`src/rtl/load_store_unit.sv`:
```
// Load/store unit: byte/half/word accesses to a word-wide data port through an arbiter.
// Define LSU_RMW_EN to perform sub-word stores as read-merge-write; otherwise they complete with an error.
module load_store_unit #(
  parameter int ADDR_W = 32,
  parameter int DATA_W = 32
) (
  input  logic              clk,
  input  logic              reset,
  input  logic              lsuReq,
  input  logic              lsuWr,
  input  logic [1:0]        lsuSize,
  input  logic              lsuUnsigned,
  input  logic [ADDR_W-1:0] lsuAddr,
  input  logic [DATA_W-1:0] lsuWData,
  output logic              lsuBusy,
  output logic              lsuDone,
  output logic              lsuErr,
  output logic [DATA_W-1:0] lsuRData,
  output logic              reqD,
  output logic              wr,
  output logic [ADDR_W-1:0] memDAddr,
  output logic [DATA_W-1:0] memDData,
  input  logic              memDReady,
  input  logic [DATA_W-1:0] memDataOutReg
);

  typedef enum logic [2:0] {
    S_IDLE  = 3'd0,
    S_RD    = 3'd1,
    S_WR    = 3'd2,
    S_DONE  = 3'd3
`ifdef LSU_RMW_EN
    , S_MERGE = 3'd4
`endif
  } state_t;

  state_t              state_q;
  logic                busy_q, done_q, err_q, err_pend_q;
  logic                req_q, wr_q, mem_wr_q, uns_q;
  logic [1:0]          size_q, off_q;
  logic [ADDR_W-1:0]   addr_q;
  logic [DATA_W-1:0]   wdata_q, word_q, rdata_q;

  logic                acc_err;
  logic [DATA_W-1:0]   ld_data;
  logic [7:0]          byte_sel;
  logic [15:0]         half_sel;

  // NOTE: every always_comb output gets a default first so no latch is inferred.
  always_comb begin
    acc_err = 1'b0;
    case (lsuSize)
      2'b00:   acc_err = 1'b0;
      2'b01:   acc_err = lsuAddr[0];
      2'b10:   acc_err = |lsuAddr[1:0];
      default: acc_err = 1'b1;
    endcase
`ifndef LSU_RMW_EN
    if (lsuWr && lsuSize != 2'b10) acc_err = 1'b1;
`endif
  end

  // Little-endian lane selection from the captured word, then extension.
  always_comb begin
    byte_sel = word_q[{off_q, 3'b000} +: 8];
    half_sel = off_q[1] ? word_q[31:16] : word_q[15:0];
    case (size_q)
      2'b00:   ld_data = uns_q ? {24'h0, byte_sel} : {{24{byte_sel[7]}}, byte_sel};
      2'b01:   ld_data = uns_q ? {16'h0, half_sel} : {{16{half_sel[15]}}, half_sel};
      default: ld_data = word_q;
    endcase
  end

`ifdef LSU_RMW_EN
  logic [DATA_W-1:0] merged;

  always_comb begin
    merged = word_q;
    if (size_q == 2'b00) merged[{off_q, 3'b000} +: 8] = wdata_q[7:0];
    else                 merged[{off_q[1], 4'b0000} +: 16] = wdata_q[15:0];
  end
`endif

  // NOTE: sequential state uses non-blocking assignments only; the capture
  // registers are reset as well so every output is defined out of reset.
  always_ff @(posedge clk) begin
    if (!reset) begin
      state_q    <= S_IDLE;
      busy_q     <= 1'b0;
      done_q     <= 1'b0;
      err_q      <= 1'b0;
      err_pend_q <= 1'b0;
      req_q      <= 1'b0;
      mem_wr_q   <= 1'b0;
      wr_q       <= 1'b0;
      uns_q      <= 1'b0;
      size_q     <= 2'b00;
      off_q      <= 2'b00;
      addr_q     <= '0;
      wdata_q    <= '0;
      word_q     <= '0;
      rdata_q    <= '0;
    end else begin
      done_q <= 1'b0;
      err_q  <= 1'b0;
      case (state_q)
        S_IDLE: begin
          if (lsuReq) begin
            addr_q     <= {lsuAddr[ADDR_W-1:2], 2'b00};
            off_q      <= lsuAddr[1:0];
            size_q     <= lsuSize;
            wr_q       <= lsuWr;
            uns_q      <= lsuUnsigned;
            wdata_q    <= lsuWData;
            busy_q     <= 1'b1;
            err_pend_q <= acc_err;
            if (acc_err) begin
              state_q <= S_DONE;
            end else if (lsuWr && lsuSize == 2'b10) begin
              state_q  <= S_WR;
              req_q    <= 1'b1;
              mem_wr_q <= 1'b1;
            end else begin
              state_q  <= S_RD;
              req_q    <= 1'b1;
              mem_wr_q <= 1'b0;
            end
          end
        end
        S_RD: begin
          if (memDReady) begin
            req_q  <= 1'b0;
            word_q <= memDataOutReg;
`ifdef LSU_RMW_EN
            state_q <= wr_q ? S_MERGE : S_DONE;
`else
            state_q <= S_DONE;
`endif
          end
        end
`ifdef LSU_RMW_EN
        // The idle cycle here also keeps reqD low for a cycle between phases.
        S_MERGE: begin
          wdata_q  <= merged;
          req_q    <= 1'b1;
          mem_wr_q <= 1'b1;
          state_q  <= S_WR;
        end
`endif
        S_WR: begin
          if (memDReady) begin
            req_q    <= 1'b0;
            mem_wr_q <= 1'b0;
            state_q  <= S_DONE;
          end
        end
        S_DONE: begin
          done_q  <= 1'b1;
          err_q   <= err_pend_q;
          busy_q  <= 1'b0;
          state_q <= S_IDLE;
          if (!wr_q && !err_pend_q) rdata_q <= ld_data;
        end
        default: begin
          state_q  <= S_IDLE;
          busy_q   <= 1'b0;
          req_q    <= 1'b0;
          mem_wr_q <= 1'b0;
        end
      endcase
    end
  end

  assign lsuBusy  = busy_q;
  assign lsuDone  = done_q;
  assign lsuErr   = err_q;
  assign lsuRData = rdata_q;
  assign reqD     = req_q;
  assign wr       = mem_wr_q;
  assign memDAddr = addr_q;
  assign memDData = wdata_q;

endmodule

```
`config.mk`:
```
export PLATFORM = sky130hd
export DESIGN_NAME = load_store_unit
export DESIGN_NICKNAME = d
export VERILOG_FILES = /design/src/rtl/load_store_unit.sv
export SDC_FILE = /design/constraint.sdc
export NUM_CORES = 1
export LEC_CHECK = 0
export BUFFER_PORTS_ARGS = -buffer_cell sky130_fd_sc_hd__buf_2
export CAP_MARGIN = 5
export CORE_MARGIN = 5
export CORE_UTILIZATION = 53
export DETAILED_ROUTE_END_ITERATION = 10
export PLACE_DENSITY = 0.89
export REMOVE_ABC_BUFFERS = 1
export SYNTH_ARGS = -nofsm -noshare
export SYNTH_HDL_FRONTEND = slang
export SYNTH_SLANG_ARGS = --single-unit
```
`constraint.sdc`:
```
create_clock -name clk -period 3.43 [get_ports clk]
set_input_delay 0.5145 -clock clk [delete_from_list [all_inputs] [get_ports clk]]
set_output_delay 0.5145 -clock clk [all_outputs]
set_load 0.01 [all_outputs]
```
==> results.toml, run 1 <==
[die]
fp.dieH_um = 112
dieWidth_um = 112
die_area_um2 = 12600
rows = 37
start_util = 0.541
core_area_um2 = 10300
io_pins = 205

[clock_tree]
cts_hold_buf = 0
cts_inserted_buffers = 17
cts_sinks = 140
clk_pin_slew_ps = 70
cts_tree = "done"
cts_max_path_buffers = 2
cts_resized = 0
clkLatencyLatePin_ps = 510
htree_levels = 4
root_buffer = "clkbuf_8"
post_cts_buffers = 0

[cells_and_area]
nNetsFinal = 996
syn_to_final_growth_pct = 28.4
drive_gt1_frac = 0.283
num_antenna_cells = 0
fin_area_um2 = 7130
n_fill_cell = 844

[logic_synthesis]
ys_types = 49
async_flop_share = 0
avgSynthCellArea_um2 = 7.83
ys_seq_area_frac = 0.504
post-synth-top-area-fraction = 0.504
synth_compound_area_frac = 0.202
synth_flop_cell = "dfxtp_1"
netlist.top_cell.by_area = "dfxtp_1"
yosysWarnings = 0
netlist_instances = 710
synth-simple-area-share = 0.222
synth_common_cells = "245 x nand2_1, 140 x dfxtp_1, 129 x a21oi_1"
synth_edf_count = 0
synth.most_common_cell = "nand2_1"
synth-seq-cells = 140
synth_mux_area_frac = 0.00766
syn_area_um2 = 5560
yosys.area_share.adder = 0.00901
yosys.area_share.xor_xnor = 0
synth_top_family_by_area = "simple AND/OR/NAND/NOR gates"
synth_area_leaders = "dfxtp_1 50%, nand2_1 17%, a21oi_1 12%"

[sta]
rsz0062_at_grt = "false"
slew_headroom = 0.235
period_share = 0.601
finClkSkew_ps = 9.70
setup_viol = 0
fin_ws_ps = 1370
hold_viol = 0
report.final.slew_viol_count = 0
clock.fmax_ghz = 0.485
tightestPinTransition_ps = 1140
setup_tns_ps = 0
min_period_ps = 2060

[flow_run]
drv_cap = 0

[critical_path]
crit_arrival_ps = 2450
rrSetupSlack_ps = 1370
r2r-start = "off_q[1]$_SDFFE_PN0P_"
crit_path_cell_trace = "mux2_2 -> mux2i_1 -> o31a_4 -> a21oi_1"
critPathSlowestCell = "dfxtp_1"
path_buf_inv = 0
rr_endpoint = "lsuRData[18]$_SDFFE_PN0P_"
reg2reg_depth = 4
path_max_fanout = 27
required_ps = 3820
path_class = "reg -> reg"
cp-end-kind = "flip-flop"
cp_slowest_stage_delay_ps = 900
critPathTopFamily = "flip-flops"
startpoint_type = "flip-flop"

[min_path]
min_path_cells = 3
hold_start = "lsuAddr[28]"
holdPathEnd = "memDAddr[28]$_SDFFE_PN0P_"
hold_class = "in -> reg"

[route]
antenna_left = 0
routed_wl_um = 15700
drtIter0Drc = 336
vias = 5558
drt_pass1_iterations = 5
wl_per_cell_um = 15.1
viasPerCell = 5.36
drc = 0

[placement]
pre_cts_ws_ps = 1370
hpwl_um = 10900
port-buffer-count = 202
dpl_cell_area_um2 = 6570
place_congestion = 0.785

[grt]
grt_max_degree = 57
grt_overflow_total = 0
grt_pass1_vias = 5380
antenna_found_initial = 0
grt_usage = 0.244
grt_pass1_wl_um = 25500

[pwr]
p_leak_nw = 3.10
p_total_mw = 5.18
power.density_nw_per_um2 = 726
vdd_drop_max_mv = 0.446

[run_status]
status = "completed"
[power breakdown]
part	internal (mW)	total [mW]	switching, mW
sequential	1.88	2.06	0.177
clock	0.987	1.74	0.758
combinational	0.510	1.38	0.867
total	3.38	5.18	1.80
[final cells by class]
cell class,count,area [µm²],share of cell area
inverters,16,61.3,0.00859
flip-flops and latches,140,2800,0.393
multi-input cells,502,2460,0.345
clock buffers,17,414,0.0580
repair buffers,211,1080,0.151
well taps,136,170,0.0239
clock inverters,15,148,0.0207
[layout by cell type (no fill, tap or decap), types with 2 or more instances in the layout]
master      Yosys  routed
conb_1          1       2
a21oi_1       129     129
clkinv_2        0       3
clkinvlp_4      0       2
nor3b_1         7       7
mux2i_1         2       2
inv_8           0       2
o21a_1          2       2
buf_4           3       9
buf_2           7     202
nand3_1         8       8
dfxtp_1       140     140
ha_1            4       4
inv_1          15      15
and2_1          3       2
a32o_1          7       7
mux2_2          2       2
clkbuf_16       0      16
o21ai_0        34      34
nor2_1         13      13
nand2_1       245     244
inv_6           0       8
nand4_1         2       2
a221oi_1       10      10
nand2b_1        7       7
[kinds of logic after synthesis]
kind of cell / count (synthesis)
fa+ha+maj: 4
mux: 4
simple gates: 297
compound gates: 195
buf+inv: 69
other cells: 1
flops: 140
[worst register-to-register path, cell delays in order (launching register included)]
cell and delay (ps):
dfxtp_1 900, mux2_2 450, mux2i_1 220, o31a_4 280, a21oi_1 100
[how the worst max path moves through the flow]
stage / startpoint / endpoint / slack [ps] / depth (start not counted)
detailed placement: reset / lsuRData[11]$_SDFFE_PN0P_ / 1370 / 5
CTS: off_q[1]$_SDFFE_PN0P_ / lsuRData[16]$_SDFFE_PN0P_ / 1380 / 4
floorplan: reset / lsuRData[10]$_SDFFE_PN0P_ / 450 / 3
global placement: reset / lsuRData[14]$_SDFFE_PN0P_ / 1410 / 5
finish: off_q[1]$_SDFFE_PN0P_ / lsuRData[18]$_SDFFE_PN0P_ / 1370 / 4
global route: off_q[1]$_SDFFE_PN0P_ / lsuRData[21]$_SDFFE_PN0P_ / 1230 / 4
[sequential cells by signal (all words and copies together), names as in the netlist]
name	count
off_q	2
lsuBusy	1
err_pend_q	1
memDData	32
lsuErr	1
reqD	1
state_q	2
lsuDone	1
word_q	32
size_q	2
uns_q	1
wr_q	1
memDAddr	30
lsuRData	32
wr	1
[metal layers]
metal | wire length, µm | GRT usage
met3 | 1680 | 0.0911
met1 | 6210 | 0.293
met4 | 527 | 0.113
met2 | 7260 | 0.390
met5 | 0 | 0
[stage by stage]
stage / utilization / hold WS [ps] / instances
after floorplan: - / 436 / 658
final: 0.694 / 235 / 1037
after global placement: 0.640 / 438 / 1005
after detailed placement: 0.640 / 445 / 1005
after CTS: 0.694 / 211 / 1037
after global routing: 0.694 / 215 / 1037
No activity file was read; power rests on OpenSTA's default activity.
==> run 2, diff against run 1 <==
--- a/config.mk
+++ b/config.mk
@@ -5,12 +5,13 @@
 export SDC_FILE = /design/constraint.sdc
 export NUM_CORES = 1
 export LEC_CHECK = 0
+export ABC_AREA = 1
 export BUFFER_PORTS_ARGS = -buffer_cell sky130_fd_sc_hd__buf_2
 export CAP_MARGIN = 5
 export CORE_MARGIN = 5
-export CORE_UTILIZATION = 53
+export CORE_UTILIZATION = 49
 export DETAILED_ROUTE_END_ITERATION = 10
-export PLACE_DENSITY = 0.89
+export PLACE_DENSITY = 0.83
 export REMOVE_ABC_BUFFERS = 1
 export SYNTH_ARGS = -nofsm -noshare
 export SYNTH_HDL_FRONTEND = slang
==> constraint.sdc (replaced) <==
create_clock -name clk -period 2 [get_ports clk]
set_input_delay 0.3 -clock clk [delete_from_list [all_inputs] [get_ports clk]]
set_output_delay 0.3 -clock clk [all_outputs]
set_load 0.01 [all_outputs]
==> run 2 against run 1 <==
Fmax rose by 27%. Clock skew is essentially flat. Critical path depth up 1. Core utilization is 4.8 points lower. Global-route usage shrank 2.6 points. Via count is 0.43% higher. Cell count is 5.5% higher.
==> results.toml, run 2 <==
[die]
rows = 39
core_area_um2 = 11300
io_pins = 205
start_util = 0.494
fp.dieH_um = 117
die_area_um2 = 13600
dieWidth_um = 117

[grt]
grt_overflow_total = 0
grt_max_degree = 65
grt_usage = 0.219
grt_pass1_wl_um = 23900
grt_pass1_vias = 4936
antenna_found_initial = 0

[cells_and_area]
num_antenna_cells = 0
drive_gt1_frac = 0.283
syn_to_final_growth_pct = 30.9
mostFrequentLayoutCells = "201 x buf_2, 187 x nor2_1, 140 x dfxtp_1"
multi_input_area_um2 = 2370
register_area_um2 = 2800
nNetsFinal = 1046
layout_commonest_cell = "buf_2"
n_fill_cell = 992

[sta]
setup_tns_ps = 0
hold_viol = 0
min_period_ps = 1630
period_share = 0.813
rsz0062_at_grt = "false"
finClkSkew_ps = 9.97
hold-worst-slack_ps = 141
setup_viol = 0
report.final.slew_viol_count = 0
tightestPinTransition_ps = 850
slew_headroom = 0.434
clock.fmax_ghz = 0.615

[logic_synthesis]
synth_mux_area_frac = 0
synth_common_cells = "187 x nor2_1, 140 x dfxtp_1, 134 x o21ai_0"
avgSynthCellArea_um2 = 7.43
synth-simple-area-share = 0.214
async_flop_share = 0
post-synth-top-area-fraction = 0.501
synth.most_common_cell = "nor2_1"
synth-seq-cells = 140
yosysWarnings = 0
synth_top_family_by_area = "simple AND/OR/NAND/NOR gates"
ys_seq_area_frac = 0.501
yosys.area_share.xor_xnor = 0
netlist.top_cell.by_area = "dfxtp_1"
ys_types = 28
yosys.area_share.adder = 0.00895
synth_edf_count = 0
synth_flop_cell = "dfxtp_1"
syn_area_um2 = 5590
synth_area_leaders = "dfxtp_1 50%, nor2_1 13%, o21ai_0 12%"
netlist_instances = 752
synth_compound_area_frac = 0.200

[run_status]
status = "completed"

[pwr]
power.density_nw_per_um2 = 1330
p_leak_nw = 3.52
vdd_drop_max_mv = 0.771

[critical_path]
required_ps = 2350
crit_arrival_ps = 1980
path_class = "reg -> reg"
startpoint_type = "flip-flop"
path_max_fanout = 7
cp-end-kind = "flip-flop"

[placement]
place_congestion = 0.853
hpwl_um = 10800
port-buffer-count = 202

[clock_tree]
cts_sinks = 140
cts_tree = "done"
cts_inserted_buffers = 17
cts_max_path_buffers = 2
cts_resized = 0
root_buffer = "clkbuf_16"
post_cts_buffers = 0
clk_pin_slew_ps = 60
htree_levels = 4
cts_hold_buf = 0
clkLatencyLatePin_ps = 410

[route]
drt_pass1_iterations = 5
vias = 5582
drc = 0
routed_wl_um = 15600
antenna_left = 0
wl_per_cell_um = 14.2
viasPerCell = 5.10
drtIter0Drc = 686

[min_path]
hold_class = "in -> reg"

[flow_run]
drv_cap = 0
==> run 2: cell count changes after synthesis, sizes merged, moves of 8 or more <==
cell,change
nor2,+176
a221oi,-10
o21ai,+100
nor3b,-8
nand2,-160
a21oi,-63
inv,+36
buf,-9
==> run 2: cell type report <==
type	count	share of cell area
Timing Repair Buffer	217	0.159
Multi-Input combinational cell	510	0.324
Sequential cell	140	0.383
Inverter	52	0.0274
Tap cell	143	0.0245
Clock buffer	18	0.0600
Clock inverter	14	0.0221
==> run 2: metal layers <==
| metal | share of wire | vias to the layer above | global-route usage |
|---|---|---|---|
| met5 | 0 | - | 0 |
| met1 | 0.42 | 2521 | 0.284 |
| met4 | 0.021 | 0 | 0.0841 |
| met3 | 0.092 | 22 | 0.0602 |
| li1 | - | 2813 | - |
| met2 | 0.46 | 226 | 0.348 |
==> run 2: worst paths after layout <==
kind / start / end / slack (ps) / cells past startpoint
hold reg to reg: word_q[10]$_SDFFE_PN0P_ / word_q[10]$_SDFFE_PN0P_ / 470 / 2
hold / removal: memDataOutReg[17] / word_q[17]$_SDFFE_PN0P_ / 140 / 3
setup reg to reg: size_q[1]$_SDFFE_PN0P_ / lsuRData[3]$_SDFFE_PN0P_ / 370 / 5
setup / recovery: size_q[1]$_SDFFE_PN0P_ / lsuRData[3]$_SDFFE_PN0P_ / 370 / 5
==> run 2: cells by family after synthesis <==
| kind of cell | after synthesis |
|---|---|
| other | 1 |
| AO/OA/AOI/OAI | 210 |
| AND/OR/NAND/NOR | 294 |
| buffers and inverters | 103 |
| adder cells (fa/ha/maj) | 4 |
| flip-flops | 140 |
==> run 2: stage by stage <==
stage                     instances  utilization  total power [mW]  setup WS (ps)  area [µm²]
after global routing           1094        0.646              10.4            138        7320
after global placement         1062        0.593              6.59            467        6720
after floorplan                 702            -              5.49           -701        5370
final                          1094        0.646              9.73            374        7320
after detailed placement       1062        0.593              6.67            386        6720
after CTS                      1094        0.646              9.82            375        7320
==> run 2: power breakdown <==
part | total, mW | internal, mW | leakage [nW] | switching (mW)
logic | 2.81 | 1.04 | 2.09 | 1.77
registers | 3.80 | 3.45 | 1.15 | 0.356
clock network | 3.12 | 1.90 | 0.289 | 1.22
total | 9.73 | 6.38 | 3.52 | 3.35
==> run 2: worst max-delay path, stage by stage, from the launching register on <==
cell      delay (ps)
dfxtp_1          400
a21oi_1          690
nand2_1          160
nand3_1          160
o211ai_1          90
inv_1             70
==> run 3, diff against run 2 <==
--- a/config.mk
+++ b/config.mk
@@ -5,7 +5,7 @@
 export SDC_FILE = /design/constraint.sdc
 export NUM_CORES = 1
 export LEC_CHECK = 0
-export ABC_AREA = 1
+export ABC_AREA = 0
 export BUFFER_PORTS_ARGS = -buffer_cell sky130_fd_sc_hd__buf_2
 export CAP_MARGIN = 5
 export CORE_MARGIN = 5
==> constraint.sdc (replaced) <==
create_clock -name clk -period 1.6 [get_ports clk]
set_input_delay 0.24 -clock clk [delete_from_list [all_inputs] [get_ports clk]]
set_output_delay 0.24 -clock clk [all_outputs]
set_load 0.01 [all_outputs]
==> run 3 against run 2 <==
Critical path depth unchanged. First-iteration DRC count down 39%. Non-clock buffer count rose by 25. Cell count is 2.0% lower. Routed wire length grew 8.9%. Register-to-register slack lost 360 ps. Highest routed layer unchanged. Largest cell class unchanged.
==> results.toml, run 3 (synthesized netlist as in run 1, its figures left out) <==
[route]
antenna_left = 0
routed_wl_um = 17000
drtIter0Drc = 419
viasPerCell = 5.32
drt_pass1_iterations = 5
wl_per_cell_um = 15.8
vias = 5707
drc = 0

[clock_tree]
clk_pin_slew_ps = 60
clkLatencyLatePin_ps = 420
cts_hold_buf = 0
cts_tree = "done"
cts_inserted_buffers = 17
cts_max_path_buffers = 2
htree_levels = 4
cts_sinks = 140
root_buffer = "clkbuf_16"

[die]
die_area_um2 = 13600
rows = 38
fp.dieH_um = 116
core_area_um2 = 11000
dieWidth_um = 116
start_util = 0.506
io_pins = 205

[sta]
tightestPinTransition_ps = 563
hold_viol = 0
setup_tns_ps = 0
clock.fmax_ghz = 0.632
min_period_ps = 1580
finClkSkew_ps = 5.54
slew_headroom = 0.624
setup_viol = 0
period_share = 0.988
report.final.slew_viol_count = 0

[grt]
grt_pass1_wl_um = 25600
grt_max_degree = 80
grt_usage = 0.239
grt_pass1_vias = 5275
grt_overflow_total = 0
antenna_found_initial = 0

[run_status]
status = "completed"

[placement]
place_congestion = 0.854
hpwl_um = 11300
port-buffer-count = 202
place_inst = 1033

[pwr]
p_total_mw = 11.9
p_leak_nw = 3.32
vdd_drop_max_mv = 1.07
power.density_nw_per_um2 = 1570

[flow_run]
drv_cap = 0

[critical_path]
required_ps = 1900
crit_arrival_ps = 1880
path_max_fanout = 7
cp-end-kind = "flip-flop"
startpoint_type = "flip-flop"
path_class = "reg -> reg"

[cells_and_area]
mostFrequentLayoutCells = "244 x nand2_1, 203 x buf_2, 138 x dfxtp_1"
num_antenna_cells = 0
final-instance-count-excl-fill = 1072
nNetsFinal = 1028
drive_gt1_frac = 0.322
layout_commonest_cell = "nand2_1"
n_fill_cell = 877
syn_to_final_growth_pct = 36.7

[min_path]
hold_class = "in -> reg"
run 3: final timing paths:
path / startpoint / end / slack [ps] / depth (start not counted)
setup / recovery: state_q[0]$_SDFFE_PN0P_ / lsuRData[11]$_SDFFE_PN0P_ / 20 / 5
hold / removal: lsuWData[22] / memDData[22]$_SDFFE_PN0P_ / 50 / 3
setup reg to reg: state_q[0]$_SDFFE_PN0P_ / lsuRData[11]$_SDFFE_PN0P_ / 20 / 5
hold reg to reg: memDData[26]$_SDFFE_PN0P_ / memDData[26]$_SDFFE_PN0P_ / 450 / 2
run 3: power by group:
part / total [mW] / internal (mW) / switching (mW)
clock: 3.78 / 2.35 / 1.42
sequential: 4.40 / 4.04 / 0.353
combinational: 3.76 / 1.61 / 2.15
run 3: critical path: stages (launching register included):
cell	delay (ps)
dfxtp_4	370
ha_4	140
or3b_4	410
o31ai_2	210
o31a_2	270
a21oi_1	60
run 3: final cells by class:
class,count,area (µm²),area share
clock buffers,23,468,0.0616
well taps,140,175,0.0231
multi-input cells,503,2580,0.340
repair buffers,242,1400,0.185
clock inverters,8,92.6,0.0122
flip-flops and latches,140,2810,0.370
inverters,16,61.3,0.00807
run 3: metal layers:
| metal | global-route usage | vias up | share of wire |
|---|---|---|---|
| li1 | - | 2785 | - |
| met1 | 0.285 | 2607 | 0.39 |
| met2 | 0.378 | 283 | 0.47 |
| met3 | 0.0938 | 32 | 0.11 |
| met4 | 0.114 | 0 | 0.032 |
| met5 | 0 | - | 0 |
run 3: per-stage QoR:
stage	hold WS [ps]	utilization	setup WS [ps]	cell area, µm²
2_1_floorplan	367	-	-1100	5320
3_3_place_gp	438	0.621	6.49	6820
3_5_place_dp	443	0.621	-36.0	6820
4_1_cts	40.0	0.674	1.53	7400
5_1_grt	44.7	0.691	-39.3	7590
6_report	53.7	0.691	18.5	7590
run 3: timing repair:
item,4_1_cts,5_1_grt
pin swaps,1,5
cloned,0,3
endpoints found under the setup margin,17,62
gates resized for setup,8,25
setup buffers,0,5
